[config.mk]
export PLATFORM = sky130hd
export DESIGN_NAME = pick_sequencer
export DESIGN_NICKNAME = d
export VERILOG_FILES = /design/src/rtl/pick_pkg.sv /design/src/rtl/sync_bit.sv /design/src/rtl/pick_sequencer.sv
export SDC_FILE = /design/constraint.sdc
export NUM_CORES = 1
export LEC_CHECK = 0
export ABC_AREA = 1
export CAP_MARGIN = 20
export CORE_UTILIZATION = 57
export DETAILED_ROUTE_END_ITERATION = 8
export GPL_ROUTABILITY_DRIVEN = 0
export PLACE_DENSITY = 0.82
export RECOVER_POWER = 25
export SYNTH_ARGS = -nofsm -noshare
export SYNTH_HDL_FRONTEND = slang
export SYNTH_HIERARCHICAL = 1
export SYNTH_SLANG_ARGS = --single-unit
[constraint.sdc]
create_clock -name wClk_i -period 4.9 [get_ports wClk_i]
set_clock_uncertainty 0.2 [all_clocks]
set_input_delay 1.47 -clock wClk_i [delete_from_list [all_inputs] [get_ports wClk_i]]
set_output_delay 1.47 -clock wClk_i [all_outputs]
set_load 0.005 [all_outputs]
[src/rtl/pick_pkg.sv]
// Shared definitions for the pulse-picker trigger sequencer.
package pick_pkg;

  typedef enum logic [2:0] {
    S_IDLE    = 3'd0,
    S_ARM     = 3'd1,
    S_FIRE    = 3'd2,
    S_GAP     = 3'd3,
    S_RECOVER = 3'd4
  } state_e;

  localparam int unsigned SYNC_STAGES_DEF = 2;
  localparam int unsigned INIT_CYCLES_DEF = 4;
  localparam int unsigned CNT_W_DEF       = 16;

endpackage

[src/rtl/sync_bit.sv]
// Single-bit flop-chain synchroniser for picker-domain signals into the system clock.
module sync_bit
  import pick_pkg::*;
#(
  parameter int unsigned STAGES = SYNC_STAGES_DEF
) (
  input  logic clk_i,
  input  logic rst_i,
  input  logic d_i,
  output logic q_o
);

  logic [STAGES-1:0] sync_q;

  always_ff @(posedge clk_i) begin
    if (rst_i) begin
      sync_q <= '0;
    end else begin
      sync_q[0] <= d_i;
      for (int unsigned i = 1; i < STAGES; i++) begin
        sync_q[i] <= sync_q[i-1];
      end
    end
  end

  assign q_o = sync_q[STAGES-1];

endmodule

[src/rtl/pick_sequencer.sv]
// Burst initiator for the pulse-picker 4-phase trigger handshake, with
// per-phase timeout, init-line recovery and shot statistics.
module pick_sequencer
  import pick_pkg::*;
#(
  parameter int unsigned SYNC_STAGES = SYNC_STAGES_DEF,
  parameter int unsigned INIT_CYCLES = INIT_CYCLES_DEF,
  parameter int unsigned CNT_W       = CNT_W_DEF
) (
  input  logic             wClk_i,
  input  logic             wReset_i,
  input  logic             wStart_i,
  input  logic             wAbort_i,
  input  logic [CNT_W-1:0] wCount_i,
  input  logic [CNT_W-1:0] wSpacing_i,
  input  logic [CNT_W-1:0] wTimeout_i,
  input  logic [7:0]       wDelay_i,
  input  logic [7:0]       wWidth_i,
  input  logic             wReady_i,
  output logic             wTrig_o,
  output logic [7:0]       wDelay_o,
  output logic [7:0]       wWidth_o,
  output logic             wInit_o,
  output logic             wBusy_o,
  output logic             wDone_o,
  output logic [CNT_W-1:0] wShots_o,
  output logic [CNT_W-1:0] wMissed_o
);

  state_e           state_q, state_d;
  logic [CNT_W-1:0] timer_q, timer_d;
  logic [CNT_W-1:0] count_q, count_d, spacing_q, spacing_d, timeout_q, timeout_d;
  logic [CNT_W-1:0] shots_q, shots_d, missed_q, missed_d;
  logic [7:0]       delay_q, delay_d, width_q, width_d;
  logic             abort_q, abort_d;
  logic             trig_q, trig_d, init_q, init_d, busy_q, busy_d, done_q, done_d;
  logic             rdy;
  logic             timeout_hit;

  sync_bit #(.STAGES(SYNC_STAGES)) u_rdy_sync (
    .clk_i (wClk_i),
    .rst_i (wReset_i),
    .d_i   (wReady_i),
    .q_o   (rdy)
  );

  function automatic logic [CNT_W-1:0] sat_inc(input logic [CNT_W-1:0] v);
    return (v == '1) ? v : v + CNT_W'(1);
  endfunction

  // Where to go once a shot has either completed or been given up on.
  function automatic state_e attempt_end(input logic [CNT_W-1:0] shots,
                                         input logic [CNT_W-1:0] missed,
                                         input logic [CNT_W-1:0] count,
                                         input logic [CNT_W-1:0] spacing);
    logic [CNT_W:0] attempts;
    attempts = {1'b0, shots} + {1'b0, missed};
    if ((count != '0) && (attempts == {1'b0, count})) return S_IDLE;
    else if (spacing == '0)                            return S_ARM;
    else                                               return S_GAP;
  endfunction

  always_comb begin
    state_d   = state_q;
    abort_d   = abort_q;
    count_d   = count_q;
    spacing_d = spacing_q;
    timeout_d = timeout_q;
    delay_d   = delay_q;
    width_d   = width_q;
    shots_d   = shots_q;
    missed_d  = missed_q;

    timeout_hit = (timeout_q != '0) && ((timer_q + CNT_W'(1)) == timeout_q);

    case (state_q)
      S_IDLE: begin
        if (wStart_i) begin
          state_d   = S_ARM;
          abort_d   = 1'b0;
          count_d   = wCount_i;
          spacing_d = wSpacing_i;
          timeout_d = wTimeout_i;
          delay_d   = wDelay_i;
          width_d   = wWidth_i;
          shots_d   = '0;
          missed_d  = '0;
        end
      end
      S_ARM: begin
        if (wAbort_i) begin
          state_d = S_RECOVER;
          abort_d = 1'b1;
        end else if (!rdy) begin
          state_d = S_FIRE;
        end else if (timeout_hit) begin
          state_d  = S_RECOVER;
          missed_d = sat_inc(missed_q);
        end
      end
      S_FIRE: begin
        if (wAbort_i) begin
          state_d = S_RECOVER;
          abort_d = 1'b1;
        end else if (rdy) begin
          shots_d = sat_inc(shots_q);
          state_d = attempt_end(shots_d, missed_q, count_q, spacing_q);
        end else if (timeout_hit) begin
          state_d  = S_RECOVER;
          missed_d = sat_inc(missed_q);
        end
      end
      S_GAP: begin
        if (wAbort_i) begin
          state_d = S_RECOVER;
          abort_d = 1'b1;
        end else if (timer_q == (spacing_q - CNT_W'(1))) begin
          state_d = S_ARM;
        end
      end
      S_RECOVER: begin
        if (timer_q == CNT_W'(INIT_CYCLES - 1)) begin
          state_d = abort_q ? S_IDLE : attempt_end(shots_q, missed_q, count_q, spacing_q);
        end
      end
      default: state_d = S_IDLE;
    endcase

    // One timer serves phase timeout, gap spacing and init hold; it restarts on every state change.
    timer_d = ((state_d != state_q) || (state_q == S_IDLE)) ? '0 : timer_q + CNT_W'(1);

    trig_d = (state_d == S_ARM);
    init_d = (state_d == S_RECOVER);
    busy_d = (state_d != S_IDLE);
    done_d = (state_q != S_IDLE) && (state_d == S_IDLE);
  end

  always_ff @(posedge wClk_i) begin
    if (wReset_i) begin
      state_q   <= S_IDLE;
      timer_q   <= '0;
      abort_q   <= 1'b0;
      count_q   <= '0;
      spacing_q <= '0;
      timeout_q <= '0;
      delay_q   <= '0;
      width_q   <= '0;
      shots_q   <= '0;
      missed_q  <= '0;
      trig_q    <= 1'b0;
      init_q    <= 1'b0;
      busy_q    <= 1'b0;
      done_q    <= 1'b0;
    end else begin
      state_q   <= state_d;
      timer_q   <= timer_d;
      abort_q   <= abort_d;
      count_q   <= count_d;
      spacing_q <= spacing_d;
      timeout_q <= timeout_d;
      delay_q   <= delay_d;
      width_q   <= width_d;
      shots_q   <= shots_d;
      missed_q  <= missed_d;
      trig_q    <= trig_d;
      init_q    <= init_d;
      busy_q    <= busy_d;
      done_q    <= done_d;
    end
  end

  assign wTrig_o   = trig_q;
  assign wDelay_o  = delay_q;
  assign wWidth_o  = width_q;
  assign wInit_o   = init_q;
  assign wBusy_o   = busy_q;
  assign wDone_o   = done_q;
  assign wShots_o  = shots_q;
  assign wMissed_o = missed_q;

endmodule

======== Word-level counts from Yosys, hierarchy flattened ========
Cells that the tools add are included.
cells by class
  add/sub/neg operators ................... 6
  multipliers ............................. 0
  divide/modulo/power cells ............... 0
  order comparisons ....................... 0
  equality and inequality tests ........... 21
  shift-type cells ........................ 0
  mux-type cells .......................... 29
  bitwise operators ....................... 0
  reduce and logical (&&, ||, !) cells .... 21
operators with widths
  cell                   number
  $mux 16                10
  $add 16x1->16 const B  3
  $pmux 16 s3            1
  $add 16x16->17         2
  $eq 17x16->1           2
  $mux 3                 11
  $eq 16x16->1           2
  $eq 16x16->1 const B   2
  $pmux 16 s2            1
  $reduce_bool 16->1     2
  $eq 16x2->1 const B    1
  $logic_not 16->1       1
  $sub 16x1->16 const B  1
  $pmux 3 s5             1
  $reduce_bool 3->1      3
  $ne 2x2->1 const B     4
  $eq 3x1->1 const B     2
  $eq 3x2->1 const B     2
  $eq 3x3->1 const B     2
  $logic_not 3->1        2
  $ne 2x1->1 const B     3
  $reduce_and 6->1       1
  $logic_and 1x1->1      4
  $mux 2                 2
  10 further kinds       12
storage, ports and cells
  register bits ........................... 122
  latch bits .............................. 0
  memory bits (writable) .................. 0
  ROM bits ................................ 0
  bits of input ports ..................... 69
  logic and storage cells ................. 92
  memories kept ........................... 0

======== Depth between registers and ports, before layout ========
Gate-level depths: netlist of run 1.
  word-level depth ........................ 12
  mapped depth ............................ 32

======== Hierarchy ========
The synthesis of run 1 kept the hierarchy.
by module, submodules not included
  module          times used  cells an instance  area each (um^2)  seq. area each (um^2)
  pick_sequencer  1           1455               9037.4            2402.3
  sync_bit        1           6                  55.1              40.0

======== Least setup slack after synthesis of run 1 ========
Ideal clock, no wire load.
  path type ............................... register -> register
  start ................................... reg shots_q[1], in the netlist wShots_o[1]
  end ..................................... reg timer_q[13]
  setup time .............................. 0.114 ns
  arrival time ............................ 3.707 ns
  slack ................................... 0.880 ns
  cell stages (with the launch flop) ...... 31
  period minus slack after synthesis ...... 4.020 ns
  cells stage by stage .................... dfxtp_1 ha_1 inv_1 nor4_1 nand4_1 nor2_1 nand3_1 inv_1 nor3_1 a21oi_1 ha_1 or2_2 nand3_1 nand2_1 nand2_1 nand2_1 nand2_1 nand2_1 nand2_1 nand2_1 nor2_1 nand3_1 nand2_1 nand2_1 nand2_1 nand3_1 nand2_1 nand2_1 nand2_4 buf_12 nor2_2
on the way
  cells in the longest elaborated chain, start to end .. 12
  elaborated cells between the ends (all ways) .. 19
  those cells by class .................... 3 x add/sub; 4 x eq/ne; 8 x mux; 4 x reduce/logical
ends and longest elaborated chain
  item                                           line                   RTL
  start: declaration                             pick_sequencer.sv:33   logic [CNT_W-1:0] shots_q, shots_d, missed_q, missed_d;
  start signal: assignment                       pick_sequencer.sv:163  shots_q <= shots_d;
  $add 16x1->16 or $eq 16x16->1 (tied branches)  pick_sequencer.sv:48   return (v == '1) ? v : v + CNT_W'(1);
  $mux 16                                        pick_sequencer.sv:48
  $add 16x16->17                                 pick_sequencer.sv:57   attempts = {1'b0, shots} + {1'b0, missed};
  $eq 17x16->1                                   pick_sequencer.sv:58   if ((count != '0) && (attempts == {1'b0, count})) return S_IDLE;
  $logic_and 1x1->1                              pick_sequencer.sv:58
  $mux 2                                         pick_sequencer.sv:58
  $mux 3                                         pick_sequencer.sv:105  end else if (rdy) begin
  $mux 3                                         pick_sequencer.sv:102  if (wAbort_i) begin
  $pmux 3 s5 *                                   pick_sequencer.sv:76   case (state_q)
  $ne 3x3->1 *                                   pick_sequencer.sv:130  timer_d = ((state_d != state_q) || (state_q == S_IDLE)) ? '0 : timer_q + CNT_W'(1);
  $logic_or 1x1->1 *                             pick_sequencer.sv:130
  $reduce_or 2->1 (no source line) *             --
  end signal: assignment                         pick_sequencer.sv:156  timer_q <= timer_d;
  end: declaration                               pick_sequencer.sv:31   logic [CNT_W-1:0] timer_q, timer_d;
Mark *: on every way between the ends. The rest lies on a longest branch, timed or not.
A chain may end at the register's enable or synchronous reset.

======== Final worst setup path of run 1 ========
  start ................................... reg shots_q[2], in the netlist wShots_o[2]
  end ..................................... reg timer_q[5]
Same word-level chain as after synthesis.

==> results of run 1 <==
==> repair_timing <==
item                       in CTS  in global routing
hold buffers                    0                  0
setup endpoints to repair       0                 18
buffers inserted                0                  1
resized for setup               0                  5
==> layer usage <==
metal,routed length [um],vias up
met4,1110,0
li1,-,4922
met5,0,-
met1,11400,4568
met3,1910,90
met2,12700,401
==> synthesized netlist by cell type (all sizes together) <==
| master | count | area, um2 |
|---|---|---|
| a31oi | 3 | 18.8 |
| or2 | 8 | 50.1 |
| a21o | 1 | 7.51 |
| o21bai | 2 | 15.0 |
| nand3 | 137 | 726 |
| o32ai | 1 | 8.76 |
| o221ai | 1 | 8.76 |
| dfxtp | 122 | 2440 |
| nor3b | 1 | 7.51 |
| buf | 6 | 60.1 |
| o21ai | 48 | 244 |
| ha | 44 | 551 |
| o22ai | 1 | 6.26 |
| or4 | 1 | 7.51 |
| nand2 | 441 | 1710 |
| nor2 | 142 | 644 |
| clkinv | 3 | 11.3 |
| nor4 | 8 | 62.6 |
| inv | 204 | 766 |
| nand4 | 29 | 181 |
| o21a | 6 | 45.0 |
| and2 | 2 | 12.5 |
| fa | 2 | 40.0 |
| clkbuf | 28 | 105 |
| nand3b | 6 | 45.0 |
| or3 | 2 | 12.5 |
| xnor2 | 20 | 175 |
| a21boi | 2 | 15.0 |
| o211ai | 1 | 7.51 |
| nor3 | 24 | 125 |
| xor2 | 42 | 368 |
| a22oi | 1 | 7.51 |
| a21oi | 122 | 611 |
==> area by class of cell <==
| class | count | area, um2 | share of cell area |
|---|---|---|---|
| clock buffers | 18 | 439 | 0.0394 |
| clock inverters | 14 | 170 | 0.0153 |
| inverters | 207 | 777 | 0.0697 |
| multi-input cells | 1098 | 5730 | 0.514 |
| flip-flops and latches | 122 | 2440 | 0.219 |
| well taps | 211 | 264 | 0.0237 |
| repair buffers | 133 | 1320 | 0.119 |
==> registers in the layout (all words and copies together) (netlist names) <==
register / flops
spacing_q: 16
timer_q: 16
u_rdy_sync/sync_q: 2
abort_q: 1
timeout_q: 16
wShots_o: 16
state_q: 3
wMissed_o: 16
wBusy_o: 1
wDone_o: 1
wWidth_o: 8
count_q: 16
wTrig_o: 1
wDelay_o: 8
wInit_o: 1
==> cells by family (layout without fill, tap and decap cells) <==
kind of cell / Yosys count / after routing / share of synthesized area
XOR/XNOR: 62 / 62 / 0.0597
flip-flops: 122 / 122 / 0.269
adder cells (fa/ha/maj): 46 / 46 / 0.0650
buffers and inverters: 241 / 372 / 0.104
AND/OR/NAND/NOR: 801 / 801 / 0.394
AO/OA/AOI/OAI: 189 / 189 / 0.109
==> worst max-delay path, delay by kind of cell (launching register included) <==
kind                       cells  cell delay [ns]
AOI/OAI and AO/OA              2             0.38
xor gates and xnor gates       1             0.31
adders and majority gates      1             0.33
buffers and inverters          1             0.13
DFF                            1             0.39
and+or+nand+nor               19             2.75
==> stage by stage <==
stage	util	setup TNS, ns	instance area (um2)	worst slack, ns
detailed placement	0.684	0	10500	0.267
finish	0.725	0	11100	0.308
CTS	0.724	0	11100	0.174
global route	0.725	-1.03	11100	-0.0923
floorplan	-	0	9090	0.880
global placement	0.682	0	10500	0.443
==> path summary, 6_finish.rpt <==
check                                             to  slack, ns  cells past startpoint
worst max-delay path                      timer_q[5]       0.31                     24
worst min-delay path            u_rdy_sync/sync_q[1]       0.21                      2
worst max register to register            timer_q[5]       0.31                     24
worst min register to register  u_rdy_sync/sync_q[1]       0.21                      2
==> power by group through the flow <==
stage / clock, W / sequential (W) / combinational, W
finish: 0.00130 / 0.00112 / 0.000542
floorplan: 0 / 0.00112 / 0.000362
global placement: 0 / 0.00113 / 0.000527
detailed placement: 0 / 0.00114 / 0.000539
global route: 0.00136 / 0.00112 / 0.000605
CTS: 0.00131 / 0.00111 / 0.000543
==> results.tsv, run 1 <==
stage	metric	value	unit
place	hpwlAfterDp	20600	um
place	place_inst	1770	
layout	instances_no_fill	1803	
die	die_w	128	um
die	start_util	0.592	
sta	slew_headroom	-0.884	
pwr	power_density	266	mW/mm2
outcome	violations	capacitance limit, slew limit	
layout	antennaDiodeCount	0	
clock_network	htreeDepth	4	
sta	fin_hold_ws	0.205	ns
critical_path	crit_fanout	16	
die	die_height	128	um
logic_synthesis	ys_seq_area_frac	0.269	
sta	max_clock_freq	218	MHz
pwr	intPower	0.00210	W
detailed_routing	first_pass_iters	7	
sta	min_period_over_period	0.937	
critical_path	crit_type	flip-flop to flip-flop	
layout	final_cell_mix	nand2_1 (431), inv_1 (197), nand3_1 (132)	
clock_network	clk_latency	0.43	ns
place	io_buffer_count	120	
logic_synthesis	syn_area	0.00909	mm2
pwr	seqPwrFrac	0.377	
global_routing	grt_overflow	0	
logic_synthesis	ys_ff_latch	122	
critical_path	slowest_delay	0.49	ns
die	core	0.0154	mm2
logic_synthesis	synthCells	1461	
sta	max_slew.worst_pin.slew	2.83	ns
critical_path	crit_arrival	4.71	ns
pwr	vdd_drop_max	0.000248	V
sta	setup_violations	0	
layout	final_common_cell	nand2_1	
global_routing	grt_pass1_wl	43900	um
critical_path	r2r-start	wShots_o[2]	
global_routing	busiest_layer	met2	
pwr	finalPower	0.00296	W
layout	layout-drive-gt1-share	0.0647	
detailed_routing	drc	0	
die	design.die.area	0.0165	mm2
global_routing	grt_max_degree	60	
pwr	p_sw_frac	0.292	
detailed_routing	routedWlPerCell	15.0	um
pwr	clkPwrFrac	0.440	
pwr	combPwrFrac	0.183	
logic_synthesis	yosysUniqueCellTypes	49	
clock_network	cts.path.max_buffers	2	
critical_path	start_kind	flip-flop	
critical_path	path_cells	inv_1 > nor3_1 > nand2_1 > nor4_1 > xor2_1 > ha_1 > nand2_1 > nand2_1 > nand2_1 > nand2_1 > a21oi_1 > nand2_1 > a21oi_1 > nor2_1 > nor2_1 > nand3_1 > nand2_1 > nand2_1 > nand2_1 > nand3_1 > nand2_1 > nand2_1 > nand2_8 > nor2_1	
critical_path	cp.required	5.01	ns
critical_path	setup.worst_path.start	wShots_o[2]	
outcome	status	finished, violations left	
detailed_routing	wirelength	27100	um
clock_network	cts_made_buffers	17	
sta	finalHoldViolations	0	
logic_synthesis	ys_warn_count	6	
global_routing	grt.met3_usage	0.0747	
global_routing	antenna_found_initial	0	
worst_hold_path	holdCritStartpoint	u_rdy_sync/sync_q[0]	
clock_network	path_clk_slew	0.06	ns
critical_path	setup.worst_path.end_class	flip-flop	
critical_path	slowest_stage	nor3_1	
clock_network	clock_sinks	122	
job	drv_cap	2	
logic_synthesis	syn_area_per_cell	6.22	um2
global_routing	grt_util_met2	0.565	
global_routing	grt_pass1_vias	9316	
layout	n_fill_cell	1307	
sta	drv_slew	118	
critical_path	crit_path_frequent_cell	nand2_1	
logic_synthesis	synth_nets	1576	
detailed_routing	vias	9981	
detailed_routing	viasPerCell	5.54	
detailed_routing	initialDrtViolationCount	794	
worst_hold_path	hold_path.class	flip-flop to flip-flop	
global_routing	grt_use_met1	0.409	
die	row_count	45	
die	pin_count	121	
global_routing	grtUsageTotal	0.338	
detailed_routing	ant_nets	0	
clock_network	cts_tree	done	
clock_network	root_buffer	clkbuf_16	
layout	area_delta_synth_final	22.5	%
sta	period_minus_slack	4.59	ns
pwr	switchingPower	0.000864	W
pwr	power.leakage	5.19	nW
layout	nNetsFinal	1694	
Note: power is estimated with default switching activity, not from simulation.
==> inputs of run 2 (changes only) <==
--- a/config.mk
+++ b/config.mk
@@ -6,7 +6,6 @@
 export NUM_CORES = 1
 export LEC_CHECK = 0
 export ABC_AREA = 1
-export CAP_MARGIN = 20
 export CORE_UTILIZATION = 57
 export DETAILED_ROUTE_END_ITERATION = 8
 export GPL_ROUTABILITY_DRIVEN = 0
==> run 2 against run 1 <==
Compared with the run above:
- the run still ends with capacitance limit, slew limit left
- final area barely moved
- combinational power barely moved
- worst hold slack barely moved
- maximum frequency rose by 1.4%
- global-route usage rose by 0.44 points
- sequential share of layout area barely moved
- utilization barely moved
- via count rose by 0.15%
- sequential power barely moved
==> results.tsv, run 2 (same netlist as run 1, synthesis figures left out) <==
stage	metric	value	unit	change
critical_path	start_kind	flip-flop		unchanged
pwr	vdd_drop_max	0.000239	V	was 0.000248 V
critical_path	r2r-start	wShots_o[2]		unchanged
die	row_count	45		unchanged
worst_hold_path	holdCritStartpoint	u_rdy_sync/sync_q[0]		unchanged
sta	fin_hold_ws	0.205	ns	about the same
pwr	power_density	266	mW/mm2	about the same
sta	finalHoldViolations	0		unchanged
critical_path	cp.required	5.06	ns	was 5.01 ns
detailed_routing	viasPerCell	5.54		about the same
layout	final_common_cell	nand2_1		unchanged
layout	layout-drive-gt1-share	0.0665		was 0.0647
sta	drv_slew	118		unchanged
clock_network	clk_latency	0.42	ns	was 0.43 ns
clock_network	cts.path.max_buffers	2		unchanged
clock_network	htreeDepth	4		unchanged
die	die_w	128	um	unchanged
sta	rsz0062_at_grt	false		
die	design.die.area	0.0165	mm2	unchanged
critical_path	setup.worst_path.end_class	flip-flop		unchanged
pwr	finalPower	0.00297	W	was 0.00296 W
die	pin_count	121		unchanged
global_routing	grt_pass1_vias	9316		unchanged
clock_network	clock_sinks	122		unchanged
sta	slew_headroom	-0.862		was -0.884
sta	tns	0	ns	unchanged
global_routing	grt_overflow	0		unchanged
clock_network	root_buffer	clkbuf_16		unchanged
layout	nNetsFinal	1695		was 1694
detailed_routing	routedWlPerCell	15.1	um	was 15.0 um
critical_path	r2r_slack	0.37	ns	was 0.31 ns
global_routing	antenna_found_initial	0		unchanged
sta	final.setup.worst_slack	0.372	ns	was 0.308 ns
place	hpwlAfterDp	20400	um	was 20600 um
sta	period_minus_slack	4.53	ns	was 4.59 ns
critical_path	r2r-end	timer_q[9]		was timer_q[5]
worst_hold_path	hold_path.class	flip-flop to flip-flop		unchanged
sta	max_slew.worst_pin.slew	2.79	ns	was 2.83 ns
die	die_height	128	um	unchanged
sta	min_period_over_period	0.924		was 0.937
clock_network	cts_tree	done		unchanged
critical_path	reg2reg_depth	23		was 24
job	drv_cap	2		unchanged
die	start_util	0.592		unchanged
sta	max_clock_freq	221	MHz	was 218 MHz
critical_path	crit_type	flip-flop to flip-flop		unchanged
sta	setup_violations	0		unchanged
detailed_routing	first_pass_iters	6		was 7
layout	antennaDiodeCount	0		unchanged
detailed_routing	vias	9996		was 9981
critical_path	crit_fanout	8		was 16
critical_path	crit_arrival	4.69	ns	was 4.71 ns
outcome	violations	capacitance limit, slew limit		unchanged
global_routing	grtUsageTotal	0.342		was 0.338
clock_network	path_clk_slew	0.06	ns	about the same
global_routing	grt_max_degree	60		unchanged
die	core	0.0154	mm2	unchanged
outcome	status	finished, violations left		unchanged
worst_hold_path	hold_path_end	u_rdy_sync/sync_q[1]		unchanged
place	io_buffer_count	120		unchanged
layout	final_cell_mix	nand2_1 (430), inv_1 (197), nand3_1 (132)		was nand2_1 (431), inv_1 (197), nand3_1 (132)
pwr	power.leakage	5.19	nW	about the same
global_routing	grt_pass1_wl	44500	um	was 43900 um
detailed_routing	ant_nets	0		unchanged
detailed_routing	wirelength	27300	um	was 27100 um
clock_network	cts_made_buffers	17		unchanged
place	place_ws	0.230	ns	was 0.267 ns
layout	area_delta_synth_final	22.6	%	was 22.5%
worst_hold_path	hold_depth	2		unchanged
detailed_routing	drc	0		unchanged
detailed_routing	initialDrtViolationCount	842		was 794
[run 2: cell count changes in the layout (fill, tap and decap cells not counted)]
| cell | change |
|---|---|
| buf_2 | +1 |
| dlygate4sd3_1 | +2 |
| nand2_8 | +1 |
| clkbuf_1 | -1 |
| nand2_2 | +1 |
| nand2_1 | -1 |
| buf_4 | +1 |
| clkdlybuf4s50_1 | -2 |
| buf_16 | -1 |
[run 2: critical path, stage by stage, from the launching register on]
cell     delay, ns
dfxtp_1       0.39
inv_1         0.14
nor3_1        0.45
nand2_1       0.19
nor4_1        0.47
xor2_1        0.29
ha_1          0.32
nand2_1       0.08
nand2_1       0.08
nand2_1       0.07
nand2_1       0.06
a21oi_1       0.23
nand2_1       0.14
a21oi_1       0.17
nor2_1        0.05
nor2_1        0.13
nand4_1       0.10
nand2_1       0.12
nand3_2       0.11
nand2_1       0.09
inv_2         0.05
nor2_4        0.24
nand2_8       0.15
nor2_2        0.11
[run 2: per-layer routing]
| layer | vias to the layer above | GRT usage | wire length, um |
|---|---|---|---|
| met4 | 0 | 0.167 | 1230 |
| met5 | - | 0 | 0 |
| met3 | 100 | 0.0776 | 2110 |
| met1 | 4518 | 0.420 | 11200 |
| li1 | 4926 | - | - |
| met2 | 452 | 0.565 | 12800 |
[run 2: how the worst max path moves through the flow]
stage                              to  slack (ns)        start  cells past startpoint
after detailed placement   timer_q[4]        0.23  wShots_o[1]                     29
after floorplan           timer_q[13]        0.88  wShots_o[1]                     30
after global placement     timer_q[3]        0.44  wShots_o[1]                     29
after global routing      timer_q[10]        0.02  wShots_o[1]                     28
after CTS                  timer_q[4]        0.22  wShots_o[1]                     29
final                      timer_q[9]        0.37  wShots_o[2]                     23
[run 2: layout make-up]
type | count | area, um2
clock inverters | 14 | 170
repair buffers | 133 | 1300
flip-flops and latches | 122 | 2440
clock buffers | 18 | 439
inverters | 207 | 777
well taps | 211 | 264
multi-input cells | 1099 | 5750
fillers | 1294 | 4230
[run 2: report_power, final]
part | leakage, nW | switching (W) | internal (W)
clock network | 0.289 | 0.000490 | 0.000814
registers | 1.00 | 0.0000653 | 0.00105
logic | 3.91 | 0.000313 | 0.000232
total | 5.19 | 0.000868 | 0.00210
[run 2: timing repair]
| item | in CTS | in global routing |
|---|---|---|
| hold buffers | 0 | 0 |
| setup buffers | 0 | 2 |
| gates resized for setup | 0 | 7 |
| endpoints found under the setup margin | 0 | 18 |
[run 2: metrics by stage]
stage                      util  area [um2]  cells
after floorplan               -        9090   1461
after global placement    0.682       10500   1769
after detailed placement  0.682       10500   1769
after CTS                 0.722       11100   1801
after global routing      0.725       11100   1804
final                     0.725       11100   1804
